<file path="config.mk">
export PLATFORM = sky130hd
export DESIGN_NAME = dmux_1by8_rr_dist
export DESIGN_NICKNAME = d
export VERILOG_FILES = /design/src/rtl/dmux_1by8_rr_dist.sv
export SDC_FILE = /design/constraint.sdc
export NUM_CORES = 1
export LEC_CHECK = 0
export CAP_MARGIN = 30
export CORE_MARGIN = 4
export CORE_UTILIZATION = 45
export CTS_CLUSTER_SIZE = 10
export DETAILED_ROUTE_END_ITERATION = 7
export GPL_TIMING_DRIVEN = 0
export PLACE_DENSITY = 0.75
export SLEW_MARGIN = 20
export SYNTH_ARGS = -nofsm -noshare
export SYNTH_HDL_FRONTEND = slang
export SYNTH_SLANG_ARGS = --single-unit
export TNS_END_PERCENT = 20
</file>
<file path="constraint.sdc">
create_clock -name clk -period 7.9 [get_ports clk]
set_input_delay 2.37 -clock clk [delete_from_list [all_inputs] [get_ports clk]]
set_output_delay 2.37 -clock clk [all_outputs]
set_load 0.02 [all_outputs]
</file>
<file path="src/rtl/dmux_1by8_rr_dist.sv">
// Round-robin 1-to-8 distributor with a one-entry registered output stage.
// Words go to the next enabled channel after the last one served; the held word waits for its channel.
module dmux_1by8_rr_dist #(
   parameter int W = 8
) (
   input  logic         clk,
   input  logic         rst,
   input  logic         in_valid,
   input  logic [W-1:0] in_data,
   output logic         in_ready,
   input  logic [7:0]   en_mask,
   output logic [7:0]   out_valid,
   output logic [W-1:0] out_data,
   input  logic [7:0]   out_ready,
   output logic [2:0]   cur_sel,
   output logic         busy
);

   typedef enum logic {
      ST_EMPTY = 1'b0,
      ST_FULL  = 1'b1
   } state_t;

   state_t       r_state;
   state_t       w_state_nxt;
   logic [2:0]   r_ptr;
   logic [2:0]   r_sel;
   logic [W-1:0] r_data;
   logic [7:0]   r_out_valid;
   logic [2:0]   w_cand;
   logic [2:0]   w_idx;
   logic         w_cand_ok;
   logic         w_out_fire;
   logic         w_accept;

   // Scan from the highest circular offset down so the nearest enabled channel wins.
   always_comb begin
      w_cand_ok = 1'b0;
      w_cand    = 3'd0;
      w_idx     = 3'd0;
      for (int i = 7; i >= 0; i--) begin
         w_idx = r_ptr + 3'(i);
         if (en_mask[w_idx]) begin
            w_cand_ok = 1'b1;
            w_cand    = w_idx;
         end else begin
            w_cand_ok = w_cand_ok;
         end
      end
   end

   assign w_out_fire = (r_state == ST_FULL) & out_ready[r_sel];
   assign in_ready   = ~rst & w_cand_ok & ((r_state == ST_EMPTY) | w_out_fire);
   assign w_accept   = in_valid & in_ready;

   always_comb begin
      w_state_nxt = r_state;
      case (r_state)
         ST_EMPTY: begin
            if (w_accept) w_state_nxt = ST_FULL;
            else          w_state_nxt = ST_EMPTY;
         end
         ST_FULL: begin
            if (w_out_fire & ~w_accept) w_state_nxt = ST_EMPTY;
            else                        w_state_nxt = ST_FULL;
         end
         default: w_state_nxt = ST_EMPTY;
      endcase
   end

   always_ff @(posedge clk) begin
      if (rst) r_state <= ST_EMPTY;
      else     r_state <= w_state_nxt;
   end

   // A delivery with no replacement clears out_valid but keeps data and select for observation.
   always_ff @(posedge clk) begin
      if (rst) begin
         r_data      <= '0;
         r_sel       <= 3'd0;
         r_ptr       <= 3'd0;
         r_out_valid <= 8'h00;
      end else if (w_accept) begin
         r_data      <= in_data;
         r_sel       <= w_cand;
         r_ptr       <= w_cand + 3'd1;
         r_out_valid <= 8'h01 << w_cand;
      end else if (w_out_fire) begin
         r_out_valid <= 8'h00;
      end else begin
         r_out_valid <= r_out_valid;
      end
   end

   assign out_valid = r_out_valid;
   assign out_data  = r_data;
   assign cur_sel   = r_sel;
   assign busy      = (r_state == ST_FULL);

endmodule

</file>
==> flow_summary_export.csv, run 1 <==
group,metric,value,unit
power_and_ir_drop,total_power,0.783,mW
cts,h-tree-depth,1,
yosys,synth_top_cells_by_area,"dfxtp_1 25%, mux4_2 15%, mux2i_1 10%",
global_routing,antenna_found_initial,0,
yosys,synth_top_area_cell,"dfxtp_1",
global_routing,grt_pass1_wl,7670,um
power_and_ir_drop,seq_power_share,19.2,%
timing,rsz0062_at_grt,"false",
placement,globalplace.congestion,0.914,
global_routing,grt_util_met3,4.02,%
yosys,async_flop_share,0,%
placement,place_area,2380,um^2
floorplanning,fp.coreArea,4000,um^2
global_routing,grt_pass1_vias,1668,
yosys,syn_nets,232,
timing,maxSlewHeadroom,64.1,%
yosys,synth-edff-count,0,
cts,worstSkewPairLatency,0.26,ns
min_path,hold_class,"register to register",
timing,slew_violations,0,
floorplanning,io_pins,48,
layout,instances_no_fill,297,
floorplanning,rows,23,
global_routing,overflow,0,
floorplanning,die_area,5230,um^2
power_and_ir_drop,powerDensity,322,nW/um^2
global_routing,grt_max_degree,13,
timing,worst_pin_slew,0.539,ns
yosys,yosysWarnings,0,
cts,root_buffer,"clkbuf_8",
power_and_ir_drop,power_leakage,0.921,nW
layout,diodes,0,
route,first_pass_iters,4,
power_and_ir_drop,clock_power_share,9.1,%
yosys,synthCells,197,
power_and_ir_drop,vdd_ir_drop_max,172,uV
floorplanning,start_util,46.5,%
yosys,ys.flop_type,"dfxtp_1",
timing,setup_viol,0,
worst_setup_path,worstPathArrival,4.63,ns
power_and_ir_drop,power.share.switching,46.6,%
placement,place_ws,0.894,ns
timing,skew,0.00284,ns
layout,areaGrowthSynthToFinish,30.5,%
cts,cts_buffers,3,
status,status,"finished, final reports clean",
global_routing,grt_use_met2,30.5,%
power_and_ir_drop,p_int,0.418,mW
route,ant_nets,0,
cts,clk_pin_slew,0.08,ns
timing,tns,0,ns
cts,cts.path.max_buffers,2,
layout,nets,283,
route,wl_per_cell,15.6,um
cts,cts_tree,"yes",
yosys,ys_ff_latch,23,
layout,finalInstanceArea,2430,um^2
layout,fill_cells,359,
global_routing,top_usage_layer,"met2",
power_and_ir_drop,switching_power,0.365,mW
power_and_ir_drop,p_comb_share,71.7,%
global_routing,gr-usage-all-layers,18.1,%
timing,fin_ws,0.900,ns
route,wirelength,4620,um
timing,max_freq,0.143,GHz
placement,dp_cells,293,
layout,drive_gt1_share,12.6,%
yosys,netlist_area,1860,um^2
worst_setup_path,cp_max_fo,10,
timing,fin_crit,7.00,ns
cts,cts_hold_buf,0,
route,route.detailed.drc,0,
placement,dp.final_hpwl,3510,um
yosys,yosys.area.top_type_share,24.7,%
floorplanning,fp.dieH,72.3,um
route,dr.first_iter.drc_count,70,
global_routing,grt_use_met1,24.2,%
worst_setup_path,crit_type,"input pin to primary output",
yosys,synth_cell_types,49,
worst_setup_path,critPathRequiredTime,5.53,ns
cts,cts_num_sinks,23,
floorplanning,fp.dieW,72.3,um
timing,hold_violations,0,
yosys,synth-seq-area-share,24.7,%
route,via_per_inst,5.97,
cts,cts_resized,0,
run,cap_violations,0,
route,num_vias,1773,
cts,post-cts-setup-buffers,0,
yosys,syn_avg_cell_area,9.45,um^2
timing,min_period_over_period,88.6,%
placement,io_buffers,46,
worst_setup_path,endpoint_kind,"primary output",
worst_setup_path,start_kind,"input pin",
-- worst paths after layout --
check,slack (ns),to,startpoint,depth (start not counted)
max,0.90,in_ready,en_mask[6],7
min,0.47,out_valid[4]$_SDFFE_PP0P_,out_valid[4]$_SDFFE_PP0P_,1
max reg2reg,3.54,r_ptr[2]$_SDFFE_PP0P_,r_ptr[1]$_SDFFE_PP0P_,15
min reg2reg,0.47,out_valid[4]$_SDFFE_PP0P_,out_valid[4]$_SDFFE_PP0P_,1
-- flip-flops by register name, summed over array words and instances, names as in the netlist --
name	cells
out_valid	8
r_ptr	3
cur_sel	3
out_data	8
busy	1
-- cells in the mapped netlist, types with 2 or more instances --
cell type  count
a32o_1         4
a211oi_2       2
nor2_1        22
mux4_2        12
buf_6          4
ha_1           8
buf_1          2
inv_1          9
mux2_2         2
xor2_1         2
nand2_1       13
buf_2          4
nor3_1         3
o21ai_0        4
o221ai_1       2
a211oi_1       4
a31o_1         2
dfxtp_1       23
nand3_1        3
or3_1          3
and3_1         2
a21o_1         3
o22ai_1        3
a22o_1         3
a21oi_1        5
nor2b_1        3
clkbuf_1       4
o211ai_1       3
mux2i_1       19
o2bb2ai_1      3
a221oi_1       2
a31oi_1        2
-- per-layer routing --
| layer | up-vias | wire, um |
|---|---|---|
| li1 | 855 | - |
| met1 | 856 | 2030 |
| met2 | 58 | 2290 |
| met3 | 4 | 276 |
| met4 | 0 | 27 |
| met5 | - | 0 |
-- per-stage QoR --
| step | hold WS [ns] | utilization [%] |
|---|---|---|
| after floorplan | 0.545 | - |
| after global placement | 0.452 | 59.6 |
| after detailed placement | 0.456 | 59.6 |
| after CTS | 0.476 | 60.7 |
| after global routing | 0.493 | 60.7 |
| final | 0.469 | 60.7 |
-- layout by cell type (no fill, tap or decap), types with 5 or more instances in the layout --
cell | netlist | layout
a21oi_1 | 5 | 5
clkbuf_1 | 4 | 5
clkdlybuf4s50_1 | 0 | 46
dfxtp_1 | 23 | 23
ha_1 | 8 | 8
inv_1 | 9 | 9
mux2i_1 | 19 | 19
mux4_2 | 12 | 12
nand2_1 | 13 | 13
nor2_1 | 22 | 22
-- cell families (layout without fill, tap and decap cells) --
logic type               after synthesis  in the layout  share of synthesized area [%]
buffers and inverters                 24             74                           6.72
flip-flops                            23             23                           24.7
multiplexers                          33             33                           25.9
XOR/XNOR                               3              3                           1.41
AO/OA/AOI/OAI                         47             47                           19.4
AND/OR/NAND/NOR                       59             59                           16.5
adder cells (fa/ha/maj)                8              8                           5.38
-- power groups by stage --
stage | logic [mW] | clock network [mW] | registers, mW
after global routing | 0.617 | 0.0780 | 0.154
after floorplan | 0.396 | 0 | 0.170
after detailed placement | 0.553 | 0 | 0.153
after global placement | 0.543 | 0 | 0.152
final | 0.561 | 0.0711 | 0.150
after CTS | 0.558 | 0.0732 | 0.151
-- area by class of cell --
class                      instances  area [um^2]  share of cell area [%]
multi-input combinational        150         1280                    52.5
sequential                        23          460                    18.9
timing repair buffer              46          460                    18.9
buffer                            14         87.6                    3.60
tap                               50         62.6                    2.57
clock buffer                       4         45.0                    1.85
inverter                          10         37.5                    1.54
-- worst max-delay path: stages --
cell and delay [ns]:
clkdlybuf4s50_1 0.48, mux4_2 0.64, nor4_2 0.30, nand3_1 0.15, nand2_1 0.09, nor2_1 0.04, clkdlybuf4s50_1 0.56
Power figures use the tool's default switching activity.
==> run 2: changes to the inputs <==
--- a/config.mk
+++ b/config.mk
@@ -5,8 +5,6 @@
 export SDC_FILE = /design/constraint.sdc
 export NUM_CORES = 1
 export LEC_CHECK = 0
-export CAP_MARGIN = 30
-export CORE_MARGIN = 4
 export CORE_UTILIZATION = 45
 export CTS_CLUSTER_SIZE = 10
 export DETAILED_ROUTE_END_ITERATION = 7
==> constraint.sdc (replaced) <==
create_clock -name clk -period 6.69 [get_ports clk]
set_input_delay 2.007 -clock clk [delete_from_list [all_inputs] [get_ports clk]]
set_output_delay 2.007 -clock clk [all_outputs]
set_load 0.02 [all_outputs]
==> flow_summary_export.csv, run 2 (synthesized netlist as in run 1, its figures left out) <==
group,metric,value,unit
worst_setup_path,worstPathArrival,4.24,ns
worst_setup_path,crit_type,"input pin to primary output",
timing,maxSlewHeadroom,66.1,%
floorplanning,fp.dieH,66.3,um
timing,skew,0.00122,ns
route,wirelength,4340,um
placement,dp.final_hpwl,3360,um
min_path,hold_class,"register to register",
floorplanning,rows,23,
route,first_pass_iters,4,
global_routing,gr-usage-all-layers,21.1,%
placement,io_buffers,46,
cts,cts_hold_buf,0,
floorplanning,fp.dieW,66.3,um
power_and_ir_drop,vdd_ir_drop_max,199,uV
route,num_vias,1710,
layout,fill_cells,369,
placement,place_ws,0.433,ns
floorplanning,io_pins,48,
worst_setup_path,critPathRequiredTime,4.68,ns
status,status,"finished, final reports clean",
timing,slew_violations,0,
cts,cts_num_sinks,23,
cts,cts_resized,0,
cts,worstSkewPairLatency,0.26,ns
layout,finalInstanceArea,2430,um^2
cts,cts_buffers,3,
run,cap_violations,0,
global_routing,grt_pass1_wl,7200,um
worst_setup_path,cp_max_fo,10,
layout,final_common_cell,"clkdlybuf4s50_1",
global_routing,grt_max_degree,14,
cts,root_buffer,"clkbuf_8",
route,via_per_inst,5.76,
layout,drive_gt1_share,13.0,%
cts,clk_pin_slew,0.08,ns
global_routing,grt_pass1_vias,1532,
power_and_ir_drop,powerDensity,376,nW/um^2
route,wl_per_cell,14.6,um
layout,final_cell_mix,"46 x clkdlybuf4s50_1, 23 x dfxtp_1, 22 x nor2_1, 19 x mux2i_1, 13 x nand2_1",
worst_setup_path,endpoint_kind,"primary output",
timing,rsz0062_at_grt,"false",
layout,nets,283,
timing,max_freq,0.160,GHz
route,route.detailed.drc,0,
floorplanning,fp.coreArea,4000,um^2
worst_setup_path,rrSetupSlack,2.35,ns
layout,areaGrowthSynthToFinish,30.6,%
timing,setup_viol,0,
timing,tns,0,ns
cts,h-tree-depth,1,
layout,diodes,0,
placement,globalplace.congestion,0.858,
floorplanning,start_util,46.5,%
global_routing,antenna_found_initial,0,
route,ant_nets,0,
power_and_ir_drop,total_power,0.915,mW
floorplanning,die_area,4400,um^2
timing,fin_crit,6.25,ns
timing,hold_violations,0,
timing,fin_ws,0.443,ns
timing,worst_pin_slew,0.508,ns
timing,min_period_over_period,93.4,%
global_routing,overflow,0,
route,dr.first_iter.drc_count,86,
power_and_ir_drop,power_leakage,0.923,nW
cts,post-cts-setup-buffers,0,
placement,place_area,2380,um^2
cts,cts.path.max_buffers,2,
cts,cts_tree,"yes",
worst_setup_path,start_kind,"input pin",
==> run 2: cell types whose count changed in the layout (fill, tap and decap cells not counted), sizes merged <==
| cell | before | now |
|---|---|---|
| clkinv | 1 | 2 |
| clkbuf | 8 | 7 |
==> run 2: critical path: stages <==
cell	delay, ns
clkdlybuf4s50_1	0.49
mux4_2	0.62
nor4_2	0.30
nand3_1	0.14
nand2_1	0.08
nor2_1	0.04
clkdlybuf4s50_1	0.56
==> run 2: power breakdown <==
| group | switching (mW) | internal [mW] |
|---|---|---|
| Clock | 0.0427 | 0.0415 |
| Sequential | 0.0154 | 0.162 |
| Combinational | 0.365 | 0.289 |
==> run 2: path summary, 6_finish.rpt <==
path / cells past startpoint / startpoint / end
max: 7 / en_mask[7] / in_ready
max reg2reg: 15 / r_ptr[1]$_SDFFE_PP0P_ / r_ptr[2]$_SDFFE_PP0P_
min: 1 / out_valid[6]$_SDFFE_PP0P_ / out_valid[6]$_SDFFE_PP0P_
min reg2reg: 1 / out_valid[6]$_SDFFE_PP0P_ / out_valid[6]$_SDFFE_PP0P_
==> run 2: layout make-up <==
type                            count  area [um^2]  share of cell area, %
Timing Repair Buffer               46          460                   18.9
Tap cell                           50         62.6                   2.57
Inverter                           10         37.5                   1.54
Clock inverter                      1         5.00                  0.206
Clock buffer                        3         41.3                   1.70
Multi-Input combinational cell    150         1280                   52.5
Buffer                             14         87.6                   3.60
Sequential cell                    23          460                   18.9
==> run 2: routing by layer <==
| metal | wire length [um] | part of all wire, % | global-route usage [%] |
|---|---|---|---|
| met5 | 0 | 0 | 0 |
| met4 | 2 | 0.046 | 0.798 |
| met3 | 197 | 4.5 | 3.28 |
| met2 | 2090 | 48 | 36.1 |
| met1 | 2050 | 47 | 29.4 |
==> run 2: stage by stage <==
step,std cells,util (%),hold slack [ns]
global route,297,60.8,0.496
CTS,297,60.8,0.479
finish,297,60.8,0.474
floorplan,197,-,0.545
detailed placement,293,59.6,0.456
global placement,293,59.6,0.452
==> run 3: changes to the inputs <==
--- a/config.mk
+++ b/config.mk
@@ -9,7 +9,7 @@
 export CTS_CLUSTER_SIZE = 10
 export DETAILED_ROUTE_END_ITERATION = 7
 export GPL_TIMING_DRIVEN = 0
-export PLACE_DENSITY = 0.75
+export PLACE_DENSITY_LB_ADDON = 0.2
 export SLEW_MARGIN = 20
 export SYNTH_ARGS = -nofsm -noshare
 export SYNTH_HDL_FRONTEND = slang
==> flow_summary_export.csv, run 3 (synthesized netlist as in run 1, its figures left out) <==
group,metric,value,unit
status,status,"finished, final reports clean",
global_routing,gr-usage-all-layers,22.0,%
floorplanning,die_area,4400,um^2
min_path,min_delay_path_depth,1,
global_routing,grt_pass1_vias,1677,
floorplanning,io_pins,48,
worst_setup_path,start_kind,"input pin",
placement,dp_cells,293,
cts,root_buffer,"clkbuf_8",
timing,worst_pin_slew,0.526,ns
timing,tns,0,ns
cts,cts_num_sinks,23,
placement,globalplace.congestion,0.843,
placement,io_buffers,46,
route,via_per_inst,5.93,
floorplanning,fp.dieW,66.3,um
layout,nets,283,
cts,cts_buffers,3,
run,cap_violations,0,
layout,final_common_cell,"clkdlybuf4s50_1",
worst_setup_path,endpoint_kind,"primary output",
route,wl_per_cell,15.2,um
route,num_vias,1762,
worst_setup_path,worst_path_max_delay_cell,"mux4_2",
layout,instances_no_fill,297,
route,dr.first_iter.drc_count,179,
cts,cts_resized,0,
placement,dp.final_hpwl,3470,um
cts,cts_hold_buf,0,
worst_setup_path,rr_worst_depth,15,
min_path,hp-start,"out_valid[1]$_SDFFE_PP0P_",
global_routing,grt_max_degree,14,
worst_setup_path,r2r_start,"r_ptr[1]$_SDFFE_PP0P_",
floorplanning,rows,23,
layout,final_cell_mix,"46 x clkdlybuf4s50_1, 23 x dfxtp_1, 22 x nor2_1, 19 x mux2i_1, 13 x nand2_1",
layout,areaGrowthSynthToFinish,30.6,%
cts,cts.path.max_buffers,2,
floorplanning,fp.dieH,66.3,um
global_routing,overflow,0,
global_routing,grt_pass1_wl,7510,um
timing,hold_ws,0.472,ns
cts,worstSkewPairLatency,0.26,ns
worst_setup_path,worstPathArrival,4.35,ns
timing,setup_viol,0,
route,first_pass_iters,4,
worst_setup_path,critPathMaxStageDelay,0.64,ns
min_path,hold_class,"register to register",
route,ant_nets,0,
worst_setup_path,cp_cell_sequence,"clkdlybuf4s50_1, mux4_2, nor4_2, nand3_1, nand2_1, nor2_1, clkdlybuf4s50_1",
worst_setup_path,rrSetupSlack,2.32,ns
global_routing,antenna_found_initial,0,
cts,cts_tree,"yes",
cts,h-tree-depth,1,
timing,hold_violations,0,
power_and_ir_drop,power_leakage,0.923,nW
layout,diodes,0,
timing,slew_violations,0,
worst_setup_path,crit_type,"input pin to primary output",
layout,drive_gt1_share,13.0,%
worst_setup_path,r2r_end,"r_ptr[2]$_SDFFE_PP0P_",
power_and_ir_drop,powerDensity,378,nW/um^2
power_and_ir_drop,total_power,0.918,mW
timing,maxSlewHeadroom,64.9,%
timing,min_period_over_period,95.1,%
layout,utilization,60.8,%
route,wirelength,4520,um
timing,max_freq,0.157,GHz
cts,post-cts-setup-buffers,0,
floorplanning,start_util,46.5,%
worst_setup_path,cp_common_cell,"clkdlybuf4s50_1",
timing,skew,0.00614,ns
timing,rsz0062_at_grt,"false",
worst_setup_path,cp_max_fo,9,
floorplanning,fp.coreArea,4000,um^2
timing,fin_crit,6.36,ns
power_and_ir_drop,vdd_ir_drop_max,178,uV
route,route.detailed.drc,0,
cts,clk_pin_slew,0.09,ns
worst_setup_path,critPathRequiredTime,4.68,ns
min_path,hold-path-endpoint,"out_valid[1]$_SDFFE_PP0P_",
-- run 3: cell counts in the layout (fill, tap and decap cells not counted) --
Identical to the previous run, type by type.
-- run 3: where the power goes --
group / switching (mW) / total (mW) / internal [mW] / leakage [nW]
sequential: 0.0153 / 0.177 / 0.162 / 0.188
clock: 0.0446 / 0.0862 / 0.0415 / 0.0255
combinational: 0.368 / 0.655 / 0.287 / 0.710
total: 0.428 / 0.918 / 0.490 / 0.923
-- run 3: area by class of cell --
| cell class | instances | area [um^2] |
|---|---|---|
| tap | 50 | 62.6 |
| timing repair buffer | 46 | 460 |
| inverter | 10 | 37.5 |
| clock buffer | 3 | 41.3 |
| fill | 381 | 1570 |
| clock inverter | 1 | 5.00 |
| sequential | 23 | 460 |
| buffer | 14 | 87.6 |
| multi-input combinational | 150 | 1280 |
-- run 3: worst max-delay path, delay by kind of cell --
family,cells,cell delay (ns)
buf+inv,2,1.09
simple gates,4,0.62
mux,1,0.64
-- run 3: metal layers --
layer	wire (um)	GRT usage [%]	vias to the layer above
li1	-	-	844
met1	1980	28.7	857
met2	2230	37.4	57
met3	275	3.97	4
met4	32	5.32	0
met5	0	0	-
-- run 3: worst max-delay path by stage --
stage	endpoint	slack [ns]	startpoint
final	in_ready	0.33	en_mask[2]
after floorplan	in_ready	1.58	en_mask[6]
after global placement	in_ready	0.38	en_mask[2]
after CTS	in_ready	0.35	en_mask[2]
after detailed placement	in_ready	0.36	en_mask[2]
after global routing	in_ready	0.23	en_mask[6]
-- run 3: through the flow --
step / setup slack (ns) / area, um^2
2_1_floorplan: 1.58 / 1860
3_3_place_gp: 0.382 / 2380
3_5_place_dp: 0.363 / 2380
4_1_cts: 0.352 / 2430
5_1_grt: 0.230 / 2430
6_report: 0.330 / 2430
